### src/rtl/adc_ctrl_pkg.sv
// Shared types for the ADC threshold controller: FSM state encoding and channel-index width helper.
package adc_ctrl_pkg;

  typedef enum logic [2:0] {
    ST_IDLE,
    ST_SETUP,
    ST_SHIFT,
    ST_HOLD,
    ST_GAP
  } state_e;

  // Channel index width; a single-channel build still carries a 1-bit index.
  function automatic int unsigned ch_width(input int unsigned n);
    return (n <= 32'd1) ? 32'd1 : $clog2(n);
  endfunction

endpackage

### src/rtl/adc_threshold_ctrl_if.sv
// Request, result and SPI signals of the ADC threshold controller.
// master = controller side, slave = requester / ADC side.
interface adc_threshold_ctrl_if #(
  parameter int unsigned DATA_W = 12,
  parameter int unsigned NUM_CH = 4
);
  import adc_ctrl_pkg::*;

  localparam int unsigned CH_W = ch_width(NUM_CH);

  logic              start;
  logic              scan;
  logic [CH_W-1:0]   ch_sel;
  logic [DATA_W-1:0] threshold;
  logic              miso;
  logic              cs_n;
  logic              sck;
  logic              mosi;
  logic              busy;
  logic              res_valid;
  logic [CH_W-1:0]   res_ch;
  logic [DATA_W-1:0] sample;
  logic              above;
  logic [NUM_CH-1:0] above_mask;
  logic              done;

  modport master (
    input  start, scan, ch_sel, threshold, miso,
    output cs_n, sck, mosi, busy, res_valid, res_ch, sample, above, above_mask, done
  );

  modport slave (
    output start, scan, ch_sel, threshold, miso,
    input  cs_n, sck, mosi, busy, res_valid, res_ch, sample, above, above_mask, done
  );

endinterface

### src/rtl/adc_sck_gen.sv
// SCK divider: CLK_DIV-cycle tick counter, SPI clock toggle and rise/fall strobes.
module adc_sck_gen #(
  parameter int unsigned CLK_DIV = 4
) (
  input  logic clk,
  input  logic rst_n,
  input  logic i_run,
  input  logic i_sck_en,
  output logic o_sck,
  output logic o_tick_c,
  output logic o_rise_c,
  output logic o_fall_c
);
  localparam int unsigned DIV_W = (CLK_DIV <= 1) ? 1 : $clog2(CLK_DIV);

  logic [DIV_W-1:0] r_div;
  logic             r_sck;

  assign o_tick_c = i_run && (r_div == DIV_W'(CLK_DIV - 1));
  assign o_rise_c = o_tick_c && i_sck_en && !r_sck;
  assign o_fall_c = o_tick_c && i_sck_en && r_sck;
  assign o_sck    = r_sck;

  // Counter restarts from zero each time the controller leaves IDLE.
  always_ff @(posedge clk) begin
    if (!rst_n) begin
      r_div <= '0;
      r_sck <= 1'b0;
    end else if (!i_run) begin
      r_div <= '0;
      r_sck <= 1'b0;
    end else begin
      r_div <= o_tick_c ? '0 : r_div + DIV_W'(1);
      if (o_tick_c && i_sck_en) r_sck <= ~r_sck;
    end
  end

endmodule

### src/rtl/adc_threshold_ctrl.sv
// ADC threshold controller: reads one or all channels of an SPI ADC and flags samples above a threshold.
// Define ADC_HYST_EN to compare against a per-channel +/-HYST hysteresis band instead.
module adc_threshold_ctrl
  import adc_ctrl_pkg::*;
#(
  parameter int unsigned DATA_W  = 12,
  parameter int unsigned NUM_CH  = 4,
  parameter int unsigned FRAME_W = 16,
  parameter int unsigned CLK_DIV = 4
`ifdef ADC_HYST_EN
  ,
  parameter int unsigned HYST    = 8
`endif
) (
  input logic                  clk,
  input logic                  rst_n,
  adc_threshold_ctrl_if.master bus
);
  localparam int unsigned CH_W  = ch_width(NUM_CH);
  localparam int unsigned BIT_W = $clog2(FRAME_W);

  state_e            r_state, w_state_nxt;
  logic [CH_W-1:0]   r_ch, w_ch_nxt;
  logic [CH_W-1:0]   r_addr, w_addr_nxt;
  logic [BIT_W-1:0]  r_bit, w_bit_nxt;
  logic              w_latch, w_commit, w_done_nxt;
  logic              w_sck, w_tick, w_rise, w_fall;

  logic              r_scan;
  logic [DATA_W-1:0] r_thr;
  logic [DATA_W-1:0] r_shift;
  logic              r_cs_n, r_busy, r_res_valid, r_done, r_above;
  logic [CH_W-1:0]   r_res_ch;
  logic [DATA_W-1:0] r_sample;
  logic [NUM_CH-1:0] r_above_mask, w_mask_nxt;
  logic              w_above;

  adc_sck_gen #(.CLK_DIV(CLK_DIV)) u_sck_gen (
    .clk      (clk),
    .rst_n    (rst_n),
    .i_run    (r_state != ST_IDLE),
    .i_sck_en (r_state == ST_SHIFT),
    .o_sck    (w_sck),
    .o_tick_c (w_tick),
    .o_rise_c (w_rise),
    .o_fall_c (w_fall)
  );

  // Next-state: every state change lands on a divider tick, SHIFT ends on its last SCK fall.
  always_comb begin
    w_state_nxt = r_state;
    w_ch_nxt    = r_ch;
    w_addr_nxt  = r_addr;
    w_bit_nxt   = r_bit;
    w_latch     = 1'b0;
    w_commit    = 1'b0;
    w_done_nxt  = 1'b0;
    case (r_state)
      ST_IDLE: begin
        if (bus.start) begin
          w_latch     = 1'b1;
          w_state_nxt = ST_SETUP;
          w_ch_nxt    = bus.scan ? '0 : bus.ch_sel;
          w_addr_nxt  = bus.scan ? '0 : bus.ch_sel;
          w_bit_nxt   = '0;
        end
      end
      ST_SETUP: begin
        if (w_tick) w_state_nxt = ST_SHIFT;
      end
      ST_SHIFT: begin
        if (w_fall) begin
          w_addr_nxt = r_addr << 1;
          w_bit_nxt  = r_bit + BIT_W'(1);
          if (r_bit == BIT_W'(FRAME_W - 1)) w_state_nxt = ST_HOLD;
        end
      end
      ST_HOLD: begin
        if (w_tick) w_state_nxt = ST_GAP;
      end
      ST_GAP: begin
        if (w_tick) begin
          w_commit = 1'b1;
          if (r_scan && (r_ch < CH_W'(NUM_CH - 1))) begin
            w_state_nxt = ST_SETUP;
            w_ch_nxt    = r_ch + CH_W'(1);
            w_addr_nxt  = r_ch + CH_W'(1);
            w_bit_nxt   = '0;
          end else begin
            w_state_nxt = ST_IDLE;
            w_done_nxt  = 1'b1;
          end
        end
      end
      default: w_state_nxt = ST_IDLE;
    endcase
  end

  always_ff @(posedge clk) begin
    if (!rst_n) begin
      r_state <= ST_IDLE;
      r_ch    <= '0;
      r_addr  <= '0;
      r_bit   <= '0;
    end else begin
      r_state <= w_state_nxt;
      r_ch    <= w_ch_nxt;
      r_addr  <= w_addr_nxt;
      r_bit   <= w_bit_nxt;
    end
  end

`ifdef ADC_HYST_EN
  logic [DATA_W:0]   w_hi_sum;
  logic [DATA_W-1:0] w_hi, w_lo;
  logic              w_prev;

  // Band edges saturate so threshold near 0 or full scale never wraps.
  assign w_hi_sum = (DATA_W+1)'(r_thr) + (DATA_W+1)'(HYST);
  assign w_hi     = w_hi_sum[DATA_W] ? '1 : w_hi_sum[DATA_W-1:0];
  assign w_lo     = (r_thr > DATA_W'(HYST)) ? (r_thr - DATA_W'(HYST)) : '0;
  assign w_prev   = |(r_above_mask & (NUM_CH'(1) << r_ch));
  assign w_above  = (r_shift > w_hi) ? 1'b1 : ((r_shift < w_lo) ? 1'b0 : w_prev);
`else
  assign w_above  = (r_shift > r_thr);
`endif

  always_comb begin
    w_mask_nxt = r_above_mask;
    for (int i = 0; i < int'(NUM_CH); i++) begin
      if (CH_W'(i) == r_ch) w_mask_nxt[i] = w_above;
    end
  end

  // Datapath and registered outputs.
  always_ff @(posedge clk) begin
    if (!rst_n) begin
      r_scan       <= 1'b0;
      r_thr        <= '0;
      r_shift      <= '0;
      r_cs_n       <= 1'b1;
      r_busy       <= 1'b0;
      r_res_valid  <= 1'b0;
      r_done       <= 1'b0;
      r_res_ch     <= '0;
      r_sample     <= '0;
      r_above      <= 1'b0;
      r_above_mask <= '0;
    end else begin
      r_cs_n      <= !(w_state_nxt inside {ST_SETUP, ST_SHIFT, ST_HOLD});
      r_busy      <= (w_state_nxt != ST_IDLE);
      r_res_valid <= w_commit;
      r_done      <= w_done_nxt;
      if (w_latch) begin
        r_scan <= bus.scan;
        r_thr  <= bus.threshold;
      end
      if (w_rise) r_shift <= DATA_W'({r_shift, bus.miso});
      if (w_commit) begin
        r_res_ch     <= r_ch;
        r_sample     <= r_shift;
        r_above      <= w_above;
        r_above_mask <= w_mask_nxt;
      end
    end
  end

  assign bus.cs_n       = r_cs_n;
  assign bus.sck        = w_sck;
  assign bus.mosi       = r_addr[CH_W-1];
  assign bus.busy       = r_busy;
  assign bus.res_valid  = r_res_valid;
  assign bus.res_ch     = r_res_ch;
  assign bus.sample     = r_sample;
  assign bus.above      = r_above;
  assign bus.above_mask = r_above_mask;
  assign bus.done       = r_done;

endmodule

### src/flat_wrapper.sv
// flat-port wrapper written by rule: the top's interface ports become plain ports
module adc_threshold_ctrl_flat import adc_ctrl_pkg::*;
#(
  parameter int unsigned DATA_W  = 12,
  parameter int unsigned NUM_CH  = 4,
  parameter int unsigned FRAME_W = 16,
  parameter int unsigned CLK_DIV = 4

)
  (clk, rst_n, bus_start, bus_scan, bus_ch_sel, bus_threshold, bus_miso, bus_cs_n, bus_sck, bus_mosi, bus_busy, bus_res_valid, bus_res_ch, bus_sample, bus_above, bus_above_mask, bus_done);
  adc_threshold_ctrl_if #(.DATA_W(DATA_W), .NUM_CH(NUM_CH)) bus_i ();
  input logic clk;
  input logic rst_n;
  input wire logic [$bits(bus_i.start)-1:0] bus_start;
  input wire logic [$bits(bus_i.scan)-1:0] bus_scan;
  input wire logic [$bits(bus_i.ch_sel)-1:0] bus_ch_sel;
  input wire logic [$bits(bus_i.threshold)-1:0] bus_threshold;
  input wire logic [$bits(bus_i.miso)-1:0] bus_miso;
  output wire logic [$bits(bus_i.cs_n)-1:0] bus_cs_n;
  output wire logic [$bits(bus_i.sck)-1:0] bus_sck;
  output wire logic [$bits(bus_i.mosi)-1:0] bus_mosi;
  output wire logic [$bits(bus_i.busy)-1:0] bus_busy;
  output wire logic [$bits(bus_i.res_valid)-1:0] bus_res_valid;
  output wire logic [$bits(bus_i.res_ch)-1:0] bus_res_ch;
  output wire logic [$bits(bus_i.sample)-1:0] bus_sample;
  output wire logic [$bits(bus_i.above)-1:0] bus_above;
  output wire logic [$bits(bus_i.above_mask)-1:0] bus_above_mask;
  output wire logic [$bits(bus_i.done)-1:0] bus_done;
  assign bus_i.start = bus_start;
  assign bus_i.scan = bus_scan;
  assign bus_i.ch_sel = bus_ch_sel;
  assign bus_i.threshold = bus_threshold;
  assign bus_i.miso = bus_miso;
  assign bus_cs_n = bus_i.cs_n;
  assign bus_sck = bus_i.sck;
  assign bus_mosi = bus_i.mosi;
  assign bus_busy = bus_i.busy;
  assign bus_res_valid = bus_i.res_valid;
  assign bus_res_ch = bus_i.res_ch;
  assign bus_sample = bus_i.sample;
  assign bus_above = bus_i.above;
  assign bus_above_mask = bus_i.above_mask;
  assign bus_done = bus_i.done;
  adc_threshold_ctrl #(.DATA_W(DATA_W), .NUM_CH(NUM_CH), .FRAME_W(FRAME_W), .CLK_DIV(CLK_DIV)) u_core (.clk(clk), .rst_n(rst_n), .bus(bus_i));
endmodule
### config.mk
export PLATFORM = sky130hd
export DESIGN_NAME = adc_threshold_ctrl_flat
export DESIGN_NICKNAME = d
export VERILOG_FILES = /design/src/rtl/adc_ctrl_pkg.sv /design/src/rtl/adc_threshold_ctrl_if.sv /design/src/rtl/adc_sck_gen.sv /design/src/rtl/adc_threshold_ctrl.sv /design/src/flat_wrapper.sv
export SDC_FILE = /design/constraint.sdc
export NUM_CORES = 1
export LEC_CHECK = 0
export ABC_AREA = 1
export BUFFER_PORTS_ARGS = -buffer_cell sky130_fd_sc_hd__buf_4
export CAP_MARGIN = 10
export CELL_PAD_IN_SITES_DETAIL_PLACEMENT = 1
export CELL_PAD_IN_SITES_GLOBAL_PLACEMENT = 1
export CORE_MARGIN = 3
export CORE_UTILIZATION = 41
export DETAILED_ROUTE_END_ITERATION = 10
export MAX_ROUTING_LAYER = met4
export PLACE_DENSITY = 0.79
export SLEW_MARGIN = 10
export SYNTH_ARGS = -nofsm -noshare
export SYNTH_HDL_FRONTEND = slang
export SYNTH_SLANG_ARGS = --single-unit
### constraint.sdc
create_clock -name clk -period 1.8 [get_ports clk]
set_input_delay 0.54 -clock clk [delete_from_list [all_inputs] [get_ports clk]]
set_output_delay 0.54 -clock clk [all_outputs]
set_load 0.02 [all_outputs]
; ---- Yosys cells after proc, flatten, opt, wreduce, memory -nomap -nowiden
; Cells that the tools add are included.
[totals]
ff_bits = 62
inputBits = 19
[classes]
addsub = 3
n_lt_le_gt_ge = 2
eq_ne = 16
mux = 25
bitwise = 3
reduce_logical = 23
[ops]
columns = cell, count
row1 = 2-to-1 mux 3 bit, 6
row2 = 2-to-1 mux 4 bit, 4
row3 = one-hot mux 3 bit (5 select lines), 1
row4 = "equality test 3 x 2 -> 1 bit, second input constant", 4
row5 = > comparator 12 bit, 1
row6 = one-hot mux 4 bit (3 select lines), 1
row7 = nonzero test 3 bit, 4
row8 = 2-to-1 mux 2 bit, 5
row9 = AND reduction 2 bit, 5
row10 = "equality test 3 x 1 -> 1 bit, second input constant", 2
row11 = 2-to-1 mux 1 bit, 6
row12 = one-hot mux 2 bit (3 select lines), 1
row13 = logical AND 1 bit, 5
row14 = AND reduction 5 bit, 1
row15 = "adder 2 x 1 -> 2 bit, second input constant", 2
row16 = "adder 4 x 1 -> 4 bit, second input constant", 1
row17 = "equality test 2 bit, first input constant", 2
row18 = "equality test 4 bit, second input constant", 1
row19 = "!= test 2 x 1 -> 1 bit, second input constant", 2
row20 = "!= test 2 bit, second input constant", 2
row21 = one-hot mux 2 bit (2 select lines), 1
row22 = AND reduction 4 bit, 1
row23 = "equality test 3 bit, second input constant", 1
row24 = zero test 3 bit, 1
row25 = other kinds (9), 12

; ---- Longest topological paths before layout
; Gate-level depths: netlist (run 1).
[logic_depth]
depth_word = 9
mapped_depth = 11
depth_no_buf = 11

; ---- By module
; From an unflattened synthesis (run 1), not the netlist that was laid out.
[hier_totals]
hier_cells = 361
hier_area_um2 = 2777.7
[by_module_without_submodules]
columns = mod, instances, cells_each, area_per_inst_um2, seq_area_each_um2
row1 = adc_threshold_ctrl, 1, 344, 2642.5, 1181.1
row2 = adc_sck_gen, 1, 17, 135.1, 60.1

; ---- Worst setup path after synthesis (run 1)
; Ideal clock, no wire load.
[synth_path]
path_type = register -> register
startpoint = register u_core.u_sck_gen.r_div[0]
endpoint = register u_core.r_addr[1]
arrival_ps = 1237
required_time_ps = 1683
slack_ps = 447
stages_incl_launch_ff = 9
n_path_buf = 0
synth_period_minus_slack_ps = 1353
path_cell_list = dfxtp_1 -> ha_1 -> bufinv_8 -> nand3_1 -> nand2_2 -> inv_2 -> nand3_4 -> nor3_1 -> nor2_1
[synth_between]
elab_chain_cells = 6
word_cells_on_any_way = 7
[synth_lines]
columns = item, line
row1 = start: declaration, adc_sck_gen.sv:16  ; logic [DIV_W-1:0] r_div;
row2 = start signal: assignment, adc_sck_gen.sv:33  ; r_div <= o_tick_c ? '0 : r_div + DIV_W'(1);
row3 = equality test 2 bit (*), adc_sck_gen.sv:19  ; assign o_tick_c = i_run && (r_div == DIV_W'(CLK_DIV - 1));
row4 = logical AND 1 bit (*), adc_sck_gen.sv:19
row5 = logical AND 1 bit (2 in series), adc_sck_gen.sv:21  ; assign o_fall_c = o_tick_c && i_sck_en && r_sck;
row6 = != test 2 x 1 -> 1 bit (no source line), --
row7 = AND reduction 5 bit (no source line) (*), --
row8 = end signal: assignment, adc_threshold_ctrl.sv:108  ; r_addr <= w_addr_nxt;
row9 = end: declaration, adc_threshold_ctrl.sv:24  ; logic [CH_W-1:0] r_addr, w_addr_nxt;
; Every way passes the cells marked *; elsewhere a longest branch is shown, timed or not.
; A chain may end at the register's enable or synchronous reset.

; ---- Worst setup path after layout (run 1)
[layout_path]
startpoint = register u_core.r_shift[7]
endpoint = register u_core.r_above_mask[1] (netlist: u_core.bus.above_mask[1])
[layout_between]
elab_chain_cells = 1
[layout_lines]
columns = item, line
row1 = start: declaration, adc_threshold_ctrl.sv:31  ; logic [DATA_W-1:0] r_shift;
row2 = start signal: assignment, adc_threshold_ctrl.sv:158  ; if (w_rise) r_shift <= DATA_W'({r_shift, bus.miso});
row3 = > comparator 12 bit, adc_threshold_ctrl.sv:125  ; assign w_above = (r_shift > r_thr);
row4 = end signal: assignment, adc_threshold_ctrl.sv:163  ; r_above_mask <= w_mask_nxt;
row5 = end: declaration, adc_threshold_ctrl.sv:35  ; logic [NUM_CH-1:0] r_above_mask, w_mask_nxt;
; Every way passes these cells.

==> results of run 1 <==
[area by class of cell]
class                           instances  area, µm²
Fill cell                             818       3080
Multi-Input combinational cell        243       1340
Sequential cell                        62       1240
Timing Repair Buffer                   48        360
Inverter                               47        195
Clock buffer                           10        138
Tap cell                               77       96.3
Clock inverter                          6       85.1
[flip-flops by register name, summed over array words and instances, names as in the netlist, 2 cells and up]
signal / count
u_core.r_addr: 2
u_core.r_shift: 12
u_core.r_thr: 12
u_core.r_ch: 2
u_core.r_bit: 4
u_core.bus.sample: 12
u_core.bus.above_mask: 4
u_core.bus.res_ch: 2
u_core.u_sck_gen.r_div: 2
u_core.r_state: 3
[metal layers]
| metal | global-route usage | vias up |
|---|---|---|
| met1 | 0.230 | 1191 |
| met5 | - | - |
| met3 | 0.0378 | 12 |
| li1 | - | 1275 |
| met2 | 0.329 | 34 |
| met4 | 0.0893 | 0 |
[worst max path at each step]
stage	from	endpoint	slack (ns)	cells after the start
finish	u_core.r_shift[7]	u_core.bus.above_mask[1]	0.28	7
global route	u_core.r_thr[11]	u_core.bus.above_mask[1]	0.08	10
detailed placement	u_core.u_sck_gen.r_div[0]	u_core.r_addr[1]	0.32	8
floorplan	u_core.u_sck_gen.r_div[0]	u_core.r_addr[1]	0.45	8
global placement	u_core.u_sck_gen.r_div[0]	u_core.r_shift[0]	0.35	6
CTS	u_core.r_thr[7]	u_core.bus.above_mask[1]	0.27	8
[Yosys cell counts (2+ instances only)]
cell	instances
dfxtp_1	62
inv_4	2
inv_1	39
nor3_1	2
buf_4	4
nand2_1	50
a21oi_1	41
nor2_1	39
inv_2	4
o21ai_1	6
nor2_2	6
o21ai_0	33
nand4_1	3
nand2_2	7
ha_1	18
nand3_1	24
clkbuf_1	5
nor2_4	3
buf_6	2
[report_power, final]
group	internal [mW]	total (mW)	switching [mW]
Sequential	1.41	1.43	0.0202
Combinational	0.107	0.280	0.172
Clock	0.812	1.38	0.572
Total	2.33	3.10	0.764
[logic make-up after synthesis]
group                    after synthesis  share of synthesized area
AND/OR/NAND/NOR                      140                      0.236
AO/OA/AOI/OAI                         83                      0.149
flip-flops                            62                      0.435
buffers and inverters                 59                     0.0952
adder cells (fa/ha/maj)               18                     0.0789
XOR/XNOR                               2                    0.00614
[critical path, stage by stage (launching register included)]
cell	delay [ns]
dfxtp_1	0.36
ha_1	0.34
nand4_1	0.13
nor2_1	0.15
nand2_1	0.07
nand3_1	0.06
nand2_1	0.13
a21oi_1	0.19
[stage by stage]
step / instances / setup slack [ns] / instance area (µm²) / utilization / power (mW)
after global placement: 477 / 0.349 / 3230 / 0.495 / 1.74
after global routing: 493 / 0.0800 / 3460 / 0.529 / 3.24
final: 493 / 0.279 / 3460 / 0.529 / 3.10
after floorplan: 364 / 0.447 / 2850 / - / 1.66
after detailed placement: 477 / 0.319 / 3230 / 0.495 / 1.75
after CTS: 493 / 0.269 / 3460 / 0.529 / 3.13
==> key figures, run 1 <==
Status
  – Status: completed

Detailed routing
  – DRT Wirelength: 7090 µm
  – First-iteration detailed-routing DRC count: 96
  – Met2 WL: 3480 µm
  – Via density: 5.10
  – Met3 WL: 197 µm
  – Mean routed wirelength per cell: 14.4 µm
  – DRC errors left: 0
  – DRT met1 WL: 3290 µm
  – Total number of vias: 2,512
  – ANT nets after route: 0
  – 1st-pass router iterations: 4
  – Highest metal used: met4

Global route
  – Vias in the first global route: 2,490
  – Initial antenna violation count: 0
  – Remaining global-route overflow: 0
  – First-pass GRT wire length: 11,600 µm
  – Largest net degree at the start of global routing: 31
  – GRT Overall Usage: 0.198

STA
  – Tmin final: 1.52 ns
  – Total negative setup slack: 0 ns
  – Final Max Tran Viols: 0
  – Final Setup Violations: 0
  – Unrepaired setup endpoints after global routing: false
  – Period utilization: 0.845
  – Fmax: 657 MHz
  – Slew @ Worst Pin: 0.315 ns
  – Worst hold slack: 0.432 ns
  – Layout Skew: 0.0127 ns
  – Slew HR: 0.790
  – Final Hold Fails: 0

Place
  – Port bufs: 43
  – Routability Congestion: 0.774
  – Dpl hpwl: 5080 µm

Yosys
  – Synth area leaders: dfxtp_1, ha_1, a21oi_1, nand2_1, o21ai_0
  – Top FF cell, synth: dfxtp_1
  – Leading area contributor after synthesis: dfxtp_1
  – Top-area cell type share of the netlist area: 0.435
  – Avg Cell Area, Syn: 7.84 µm²
  – Warning count from the yosys run: 0
  – Async S/R FF share, synth: 0
  – Post-synth EDFFs: 0
  – #FFs+latches synth: 62
  – Post-synthesis sequential area ratio: 0.435
  – Mapped Nets: 401
  – Synthesized area: 2850 µm²
  – Mapped Cells: 364
  – Synth unique cells: 33

Clock network
  – TritonCTS buffer count: 9
  – Worst-path clk slew: 0.08 ns
  – Clock Path Buffers: 2
  – Post-CTS setup buffers: 0
  – Root Driver: clkbuf_8
  – CTS tree: built
  – H-tree Lvls: 3
  – Clock Sink Count: 62
  – # hold bufs at CTS: 0
  – Clk_lat worst skew: 0.35 ns
  – Cts repair resizes: 0

Final layout
  – Share of layout cells above drive strength 1: 0.224
  – Final nets: 448
  – Ant. Diodes: 0
  – Most frequent cells in the layout: dfxtp_1, nand2_1, buf_4, a21oi_1
  – Most common cell after layout, fill and taps aside: dfxtp_1
  – Area added between synthesis and finish: 21.1%

Power and ir drop
  – Max IR drop VDD: 0.482 mV
  – Power Dens Cells: 896 nW/µm²
  – Lkg Pwr: 1.63 nW

Worst setup path
  – R2R Setup Slk: 0.28 ns
  – Crit Path Class: register to register
  – Worst Setup Start Kind: register
  – Crit Reg-Reg Startpoint: u_core.r_shift[7]
  – CP Max Fanout: 5
  – Kind of end point of the critical path: register
  – Critical R2R Capture: u_core.bus.above_mask[1]
  – FF-to-FF path depth: 7
  – Worst EP arrival: 1.79 ns
  – Worst path required time: 2.07 ns

Min path
  – Hold/Removal Path Class: register to register
  – Hold path start: u_core.u_sck_gen.r_div[0]
  – Min-Delay Path Depth: 1
  – Hold path endpoint: u_core.u_sck_gen.r_div[0]

Floorplanning
  – Row count: 29
  – Width of the die: 89.4 µm
  – IO Count: 44
  – Die Y: 89.4 µm
  – Initial Util: 0.437
  – Die area: 8000 µm²
  – Core Area: 6530 µm²

Flow run
  – Max cap viols: 0
(Power assumes the default switching activity.)
==> run 2, diff against run 1 <==
- ABC_AREA: 1 -> 0
- clock period: 1.8 -> 1.4 ns (I/O delays scaled with it)
==> run 2 against run 1 <==
Effect of this change:
- the flow now finishes with violations (setup timing)
- register-to-register slack got worse by 0.76 ns
- non-clock buffer count increased by 64
- first-iteration DRC count increased by 94%
- synthesized cell count decreased by 5.2%
- critical path depth unchanged
- core utilization increased by 14 points
- cell count increased by 7.7%
- setup slack got worse by 0.76 ns
- wire length increased by 82%
- sequential cell count unchanged
- combinational power increased by 120%
- via count increased by 25%
==> key figures, run 2 <==
Floorplanning
  – IO Count: 44 (unchanged)
  – Initial Util: 0.431 (was 0.437)
  – Die Y: 88.6 µm (was 89.4 µm)
  – Width of the die: 88.6 µm (was 89.4 µm)
  – Die area: 7850 µm² (was 8000 µm²)
  – Core Area: 6490 µm² (was 6530 µm²)
  – Row count: 29 (unchanged)

Worst setup path
  – Critical R2R Capture: u_core.bus.above_mask[1] (unchanged)
  – Kind of end point of the critical path: register (unchanged)
  – Worst path required time: 1.69 ns (was 2.07 ns)
  – Crit Reg-Reg Startpoint: u_core.r_thr[4] (was u_core.r_shift[7])
  – Worst Setup Start Kind: register (unchanged)
  – FF-to-FF path depth: 7 (unchanged)
  – CP Max Fanout: 4 (was 5)
  – Crit Path Class: register to register (unchanged)
  – Worst EP arrival: 2.18 ns (was 1.79 ns)
  – R2R Setup Slk: -0.49 ns (was 0.28 ns)

Yosys
  – Mapped Cells: 345 (was 364)
  – Post-synth EDFFs: 0 (unchanged)
  – Count leader, synth: nand2_1 (was dfxtp_1)
  – Avg Cell Area, Syn: 8.11 µm² (was 7.84 µm²)
  – Warning count from the yosys run: 0 (unchanged)
  – Async S/R FF share, synth: 0 (unchanged)
  – Post-synthesis sequential area ratio: 0.444 (was 0.435)
  – Mapped Nets: 382 (was 401)
  – Leading area contributor after synthesis: dfxtp_1 (unchanged)
  – Post-synth top cells: nand2_1, dfxtp_1, a21oi_1, ha_1, inv_1 (was dfxtp_1, nand2_1, a21oi_1, inv_1, nor2_1)
  – #FFs+latches synth: 62 (unchanged)
  – Synthesized area: 2800 µm² (was 2850 µm²)
  – Synth unique cells: 47 (was 33)
  – Synth area leaders: dfxtp_1, nand2_1, a21oi_1, ha_1, inv_1 (was dfxtp_1, ha_1, a21oi_1, nand2_1, o21ai_0)
  – Top FF cell, synth: dfxtp_1 (unchanged)
  – Top-area cell type share of the netlist area: 0.444 (was 0.435)

Clock network
  – H-tree Lvls: 3 (unchanged)
  – Worst-path clk slew: 0.07 ns (was 0.08 ns)
  – CTS tree: built (unchanged)
  – Root Driver: clkbuf_8 (unchanged)
  – Clock Sink Count: 62 (unchanged)
  – Clock Path Buffers: 2 (unchanged)
  – Clk_lat worst skew: 0.35 ns (about the same)
  – TritonCTS buffer count: 9 (unchanged)

Place
  – Dpl hpwl: 5920 µm (was 5080 µm)
  – DP Area: 3630 µm² (was 3230 µm²)
  – Port bufs: 43 (unchanged)
  – Routability Congestion: 0.775 (was 0.774)

STA
  – Final Setup Violations: 35 (was 0)
  – Worst setup margin: -0.486 ns (was 0.279 ns)
  – Unrepaired setup endpoints after global routing: true (was false)
  – Tmin final: 1.89 ns (was 1.52 ns)
  – Fmax: 530 MHz (was 657 MHz)
  – Layout Skew: 0.00823 ns (was 0.0127 ns)
  – Slew HR: 0.745 (was 0.790)
  – Final Max Tran Viols: 0 (unchanged)
  – Period utilization: 1.35 (was 0.845)
  – Final Hold Fails: 0 (unchanged)
  – Slew @ Worst Pin: 0.381 ns (was 0.315 ns)
  – Worst hold slack: 0.311 ns (was 0.432 ns)

Global route
  – First-pass GRT wire length: 14,800 µm (was 11,600 µm)
  – Remaining global-route overflow: 0 (unchanged)
  – Initial antenna violation count: 0 (unchanged)
  – GRT Overall Usage: 0.258 (was 0.198)
  – Vias in the first global route: 2,949 (was 2,490)
  – Largest net degree at the start of global routing: 33 (was 31)

Power and ir drop
  – Lkg Pwr: 1.79 nW (was 1.63 nW)
  – Max IR drop VDD: 0.591 mV (was 0.482 mV)
  – Power Dens Cells: 885 nW/µm² (was 896 nW/µm²)
  – Tot Pwr: 3.87 mW (was 3.10 mW)

Detailed routing
  – First-iteration detailed-routing DRC count: 186 (was 96)
  – DRC errors left: 0 (unchanged)
  – DRT Wirelength: 12,900 µm (was 7090 µm)
  – ANT nets after route: 0 (unchanged)
  – Total number of vias: 3,142 (was 2,512)
  – Via density: 5.92 (was 5.10)
  – 1st-pass router iterations: 5 (was 4)
  – Mean routed wirelength per cell: 24.3 µm (was 14.4 µm)

Final layout
  – Most frequent cells in the layout: buf_4, nand2_1, a21oi_1, dfxtp_1, dfxtp_2 (was dfxtp_1, nand2_1, buf_4, a21oi_1)
  – Area added between synthesis and finish: 56.3% (was 21.1%)
  – Ant. Diodes: 0 (unchanged)
  – Final nets: 486 (was 448)
  – Share of layout cells above drive strength 1: 0.480 (was 0.224)
  – Fin util: 0.673 (was 0.529)
  – Most common cell after layout, fill and taps aside: buf_4 (was dfxtp_1)
  – Finished Cell Area: 4370 µm² (was 3460 µm²)

Min path
  – Min-Delay Path Depth: 3 (was 1)
  – Hold path start: bus_threshold[3] (was u_core.u_sck_gen.r_div[0])
  – Hold/Removal Path Class: input pin to register (was register to register)
  – Hold path endpoint: u_core.r_thr[3] (was u_core.u_sck_gen.r_div[0])

Status
  – Status: finished, violations left (was completed)
  – Failing checks: setup timing

Flow run
  – Max cap viols: 0 (unchanged)
==> run 2: cell count changes after synthesis, sizes merged, moves of 3 or more <==
cell,before,now
a31o,0,5
nor2b,0,3
inv,45,17
o21ai,40,9
nor4,0,3
clkbuf,6,11
nand2,58,98
nor3,3,6
a21oi,42,58
nand2b,0,4
nor2,49,5
nand3,25,4
==> run 2: where the power goes <==
group	internal, mW	switching [mW]	total [mW]
combinational	0.286	0.324	0.610
sequential	1.80	0.0396	1.84
clock	0.683	0.733	1.42
total	2.77	1.10	3.87
==> run 2: cell families after synthesis <==
group / Yosys count / share of synthesized area
adder cells (fa/ha/maj): 18 / 0.0805
AND/OR/NAND/NOR: 139 / 0.228
flip-flops: 62 / 0.444
buffers and inverters: 36 / 0.0537
AO/OA/AOI/OAI: 88 / 0.188
XOR/XNOR: 2 / 0.00627
==> run 2: metal layers <==
| layer | track usage | up-vias | part of all wire |
|---|---|---|---|
| met5 | - | - | 0 |
| met4 | 0.103 | 0 | 0.035 |
| met3 | 0.0410 | 41 | 0.057 |
| met2 | 0.442 | 147 | 0.50 |
| met1 | 0.300 | 1562 | 0.41 |
| li1 | - | 1392 | - |
==> run 2: critical path: stages (launching register included) <==
cell,delay [ns]
dfxtp_1,0.35
inv_1,0.06
ha_1,0.29
nand4_1,0.19
buf_4,0.20
a211o_1,0.29
a31oi_4,0.25
a31o_2,0.20
==> run 2: cell type report <==
class,count,area (µm²)
fill,736,2120
clock inverter,4,22.5
clock buffer,12,145
inverter,17,63.8
tap,77,96.3
sequential,62,1280
multi-input combinational,247,1800
timing repair buffer,112,970
==> run 2: metrics by stage <==
step                      setup slack [ns]  std cells  TNS [ns]
final                               -0.486        531     -5.19
after global routing                -0.496        531     -6.45
after CTS                           -0.411        517     -2.42
after detailed placement            -0.366        496     -2.93
after global placement              -0.263        496     -1.55
after floorplan                     -0.142        345    -0.609
==> run 2: repair_timing <==
action	4_1_cts	5_1_grt
setup endpoints to repair	37	55
hold buffers	0	0
pin swaps	20	31
cloned	1	3
gates resized for setup	36	68
setup buffers	4	11
==> run 2: how the worst max path moves through the flow <==
stage	startpoint	endpoint	slack, ns	cells after the start
after floorplan	u_core.r_thr[5]	u_core.bus.above_mask[3]	-0.14	7
after detailed placement	u_core.r_thr[1]	u_core.bus.above_mask[0]	-0.37	7
after global routing	u_core.r_thr[4]	u_core.bus.above_mask[1]	-0.50	7
after CTS	u_core.r_thr[1]	u_core.bus.above_mask[0]	-0.41	7
after global placement	u_core.r_thr[5]	u_core.bus.above_mask[3]	-0.26	7
final	u_core.r_thr[4]	u_core.bus.above_mask[1]	-0.49	7
==> run 3, diff against run 2 <==
==> constraint.sdc (replaced) <==
create_clock -name clk -period 1.4 [get_ports clk]
set_input_delay 0.07 -clock clk [delete_from_list [all_inputs] [get_ports clk]]
set_output_delay 0.07 -clock clk [all_outputs]
set_load 0.02 [all_outputs]
==> run 3 against run 2 <==
Effect of this change:
- the flow still finishes with violations (setup timing)
- setup slack better by 0.028 ns
- wire length increased by 3.3%
- maximum frequency is 1.5% higher
- highest routed layer unchanged
- critical endpoint is now u_core.bus.above_mask[3]
- total power is 4.3% higher
- largest cell class unchanged
- first-iteration DRC count rose by 2.2%
- combinational power down 1%
- count of clock-buffer cells in the layout did not move
- global-route usage grew 1.5 points
- sequential share of layout area is 0.65 points lower
- clock skew is 0.00075 ns lower
- register-to-register slack better by 0.03 ns
==> key figures, run 3 (synthesis gave the netlist of run 2 again) <==
Final layout
  – Most frequent cells in the layout: buf_4, nand2_1, dfxtp_1, a21oi_1, dfxtp_2 (was buf_4, nand2_1, a21oi_1, dfxtp_1, dfxtp_2)
  – Share of layout cells above drive strength 1: 0.481 (was 0.480)
  – Final nets: 491 (was 486)
  – Most common cell after layout, fill and taps aside: buf_4 (unchanged)
  – FILL cells: 730 (was 736)
  – Fin util: 0.687 (was 0.673)
  – Area added between synthesis and finish: 59.6% (was 56.3%)
  – Ant. Diodes: 0 (unchanged)

Worst setup path
  – Kind of end point of the critical path: register (unchanged)
  – Worst Setup Start Kind: register (unchanged)
  – Worst path required time: 1.70 ns (was 1.69 ns)
  – Crit Path Class: register to register (unchanged)
  – Worst Setup SP: u_core.r_thr[1] (was u_core.r_thr[4])
  – CP Max Fanout: 4 (unchanged)
  – Crit Reg-Reg Startpoint: u_core.r_thr[1] (was u_core.r_thr[4])
  – Worst EP arrival: 2.16 ns (was 2.18 ns)

Global route
  – Largest net degree at the start of global routing: 23 (was 33)
  – Remaining global-route overflow: 0 (unchanged)
  – GRT Overall Usage: 0.272 (was 0.258)
  – First-pass GRT wire length: 15,500 µm (was 14,800 µm)
  – Initial antenna violation count: 0 (unchanged)
  – Vias in the first global route: 2,962 (was 2,949)

Detailed routing
  – Via density: 5.87 (was 5.92)
  – Total number of vias: 3,146 (was 3,142)
  – DRC errors left: 0 (unchanged)
  – Mean routed wirelength per cell: 24.8 µm (was 24.3 µm)
  – 1st-pass router iterations: 4 (was 5)
  – DRT Wirelength: 13,300 µm (was 12,900 µm)
  – First-iteration detailed-routing DRC count: 190 (was 186)
  – ANT nets after route: 0 (unchanged)

STA
  – Worst hold slack: 0.0167 ns (was 0.311 ns)
  – Final Max Tran Viols: 0 (unchanged)
  – Slew @ Worst Pin: 0.656 ns (was 0.381 ns)
  – Unrepaired setup endpoints after global routing: true (unchanged)
  – Period utilization: 1.33 (was 1.35)
  – Final Setup Violations: 54 (was 35)
  – Final Hold Fails: 0 (unchanged)
  – Layout Skew: 0.00748 ns (was 0.00823 ns)
  – Slew HR: 0.558 (was 0.745)
  – Fmax: 538 MHz (was 530 MHz)
  – Worst setup margin: -0.458 ns (was -0.486 ns)
  – Tmin final: 1.86 ns (was 1.89 ns)

Power and ir drop
  – Max IR drop VDD: 0.666 mV (was 0.591 mV)
  – Power Dens Cells: 905 nW/µm² (was 885 nW/µm²)
  – Lkg Pwr: 1.82 nW (was 1.79 nW)
  – Tot Pwr: 4.04 mW (was 3.87 mW)

Floorplanning
  – Width of the die: 88.6 µm (unchanged)
  – Die area: 7850 µm² (unchanged)
  – Core Area: 6490 µm² (unchanged)
  – Initial Util: 0.431 (unchanged)
  – Row count: 29 (unchanged)
  – IO Count: 44 (unchanged)
  – Die Y: 88.6 µm (unchanged)

Clock network
  – Clock Sink Count: 62 (unchanged)
  – Root Driver: clkbuf_8 (unchanged)
  – Clock Path Buffers: 2 (unchanged)
  – Worst-path clk slew: 0.07 ns (about the same)
  – CTS tree: built (unchanged)
  – TritonCTS buffer count: 9 (unchanged)
  – Clk_lat worst skew: 0.36 ns (was 0.35 ns)
  – H-tree Lvls: 3 (unchanged)

Status
  – Failing checks: setup timing (unchanged)
  – Status: finished, violations left (unchanged)

Flow run
  – Max cap viols: 0 (unchanged)

Min path
  – Hold/Removal Path Class: input pin to register (unchanged)
  – Hold path start: bus_scan (was bus_threshold[3])

Place
  – Routability Congestion: 0.772 (was 0.775)
  – Dpl hpwl: 5840 µm (was 5920 µm)
  – Port bufs: 43 (unchanged)
## run 3: cell types whose count changed in the layout (fill, tap and decap cells not counted), sizes merged
| cell | delta |
|---|---|
| buf | -3 |
| clkinv | -1 |
| clkbuf | -2 |
| bufinv | +1 |
| dlygate4sd3 | +10 |
## run 3: cell type report
cell class | instances | area (µm²) | area share
multi-input cells | 247 | 1860 | 0.418
well taps | 77 | 96.3 | 0.0216
flip-flops and latches | 62 | 1270 | 0.285
repair buffers | 117 | 982 | 0.220
clock inverters | 4 | 47.5 | 0.0107
clock buffers | 12 | 135 | 0.0303
inverters | 17 | 63.8 | 0.0143
## run 3: worst paths after layout
check / end / slack, ns / cells past startpoint
setup reg to reg: u_core.bus.above_mask[3] / -0.46 / 7
hold / removal: u_core.r_scan / 0.02 / 3
hold reg to reg: u_core.bus.above / 0.46 / 2
setup / recovery: u_core.bus.above_mask[3] / -0.46 / 7
## run 3: power by group
group / total, mW / leakage [nW] / internal, mW / switching (mW)
Clock: 1.59 / 0.0904 / 0.819 / 0.770
Combinational: 0.603 / 1.22 / 0.271 / 0.332
Sequential: 1.85 / 0.512 / 1.81 / 0.0407
## run 3: worst max-delay path, cell delays in order (launching register included)
cell and delay, ns:
dfxtp_2 0.34, inv_1 0.04, ha_1 0.29, nor2b_1 0.18
o211ai_1 0.15, a211o_1 0.34, a31oi_4 0.26, a31o_2 0.20
## run 3: metrics by stage
step	setup TNS (ns)	setup WS, ns	std cells	instance area (µm²)
final	-6.03	-0.458	536	4460
after global routing	-8.54	-0.482	536	4460
after CTS	-1.79	-0.300	525	4080
after detailed placement	-3.24	-0.369	492	3570
after global placement	-1.97	-0.272	492	3570
after floorplan	-0.609	-0.142	345	2910
## run 3: repair_timing
item,4_1_cts,5_1_grt
setup buffers,6,9
hold endpoints to repair,10,0
hold buffers,10,0
resized for setup,45,73
gates cloned,1,2
setup endpoints to repair,36,50
pin swaps,15,35
## run 3: metal layers
| metal | vias up | GRT usage | part of all wire |
|---|---|---|---|
| li1 | 1393 | - | - |
| met1 | 1550 | 0.321 | 0.39 |
| met2 | 160 | 0.462 | 0.52 |
| met3 | 43 | 0.0345 | 0.058 |
| met5 | - | - | 0 |
| met4 | 0 | 0.122 | 0.039 |
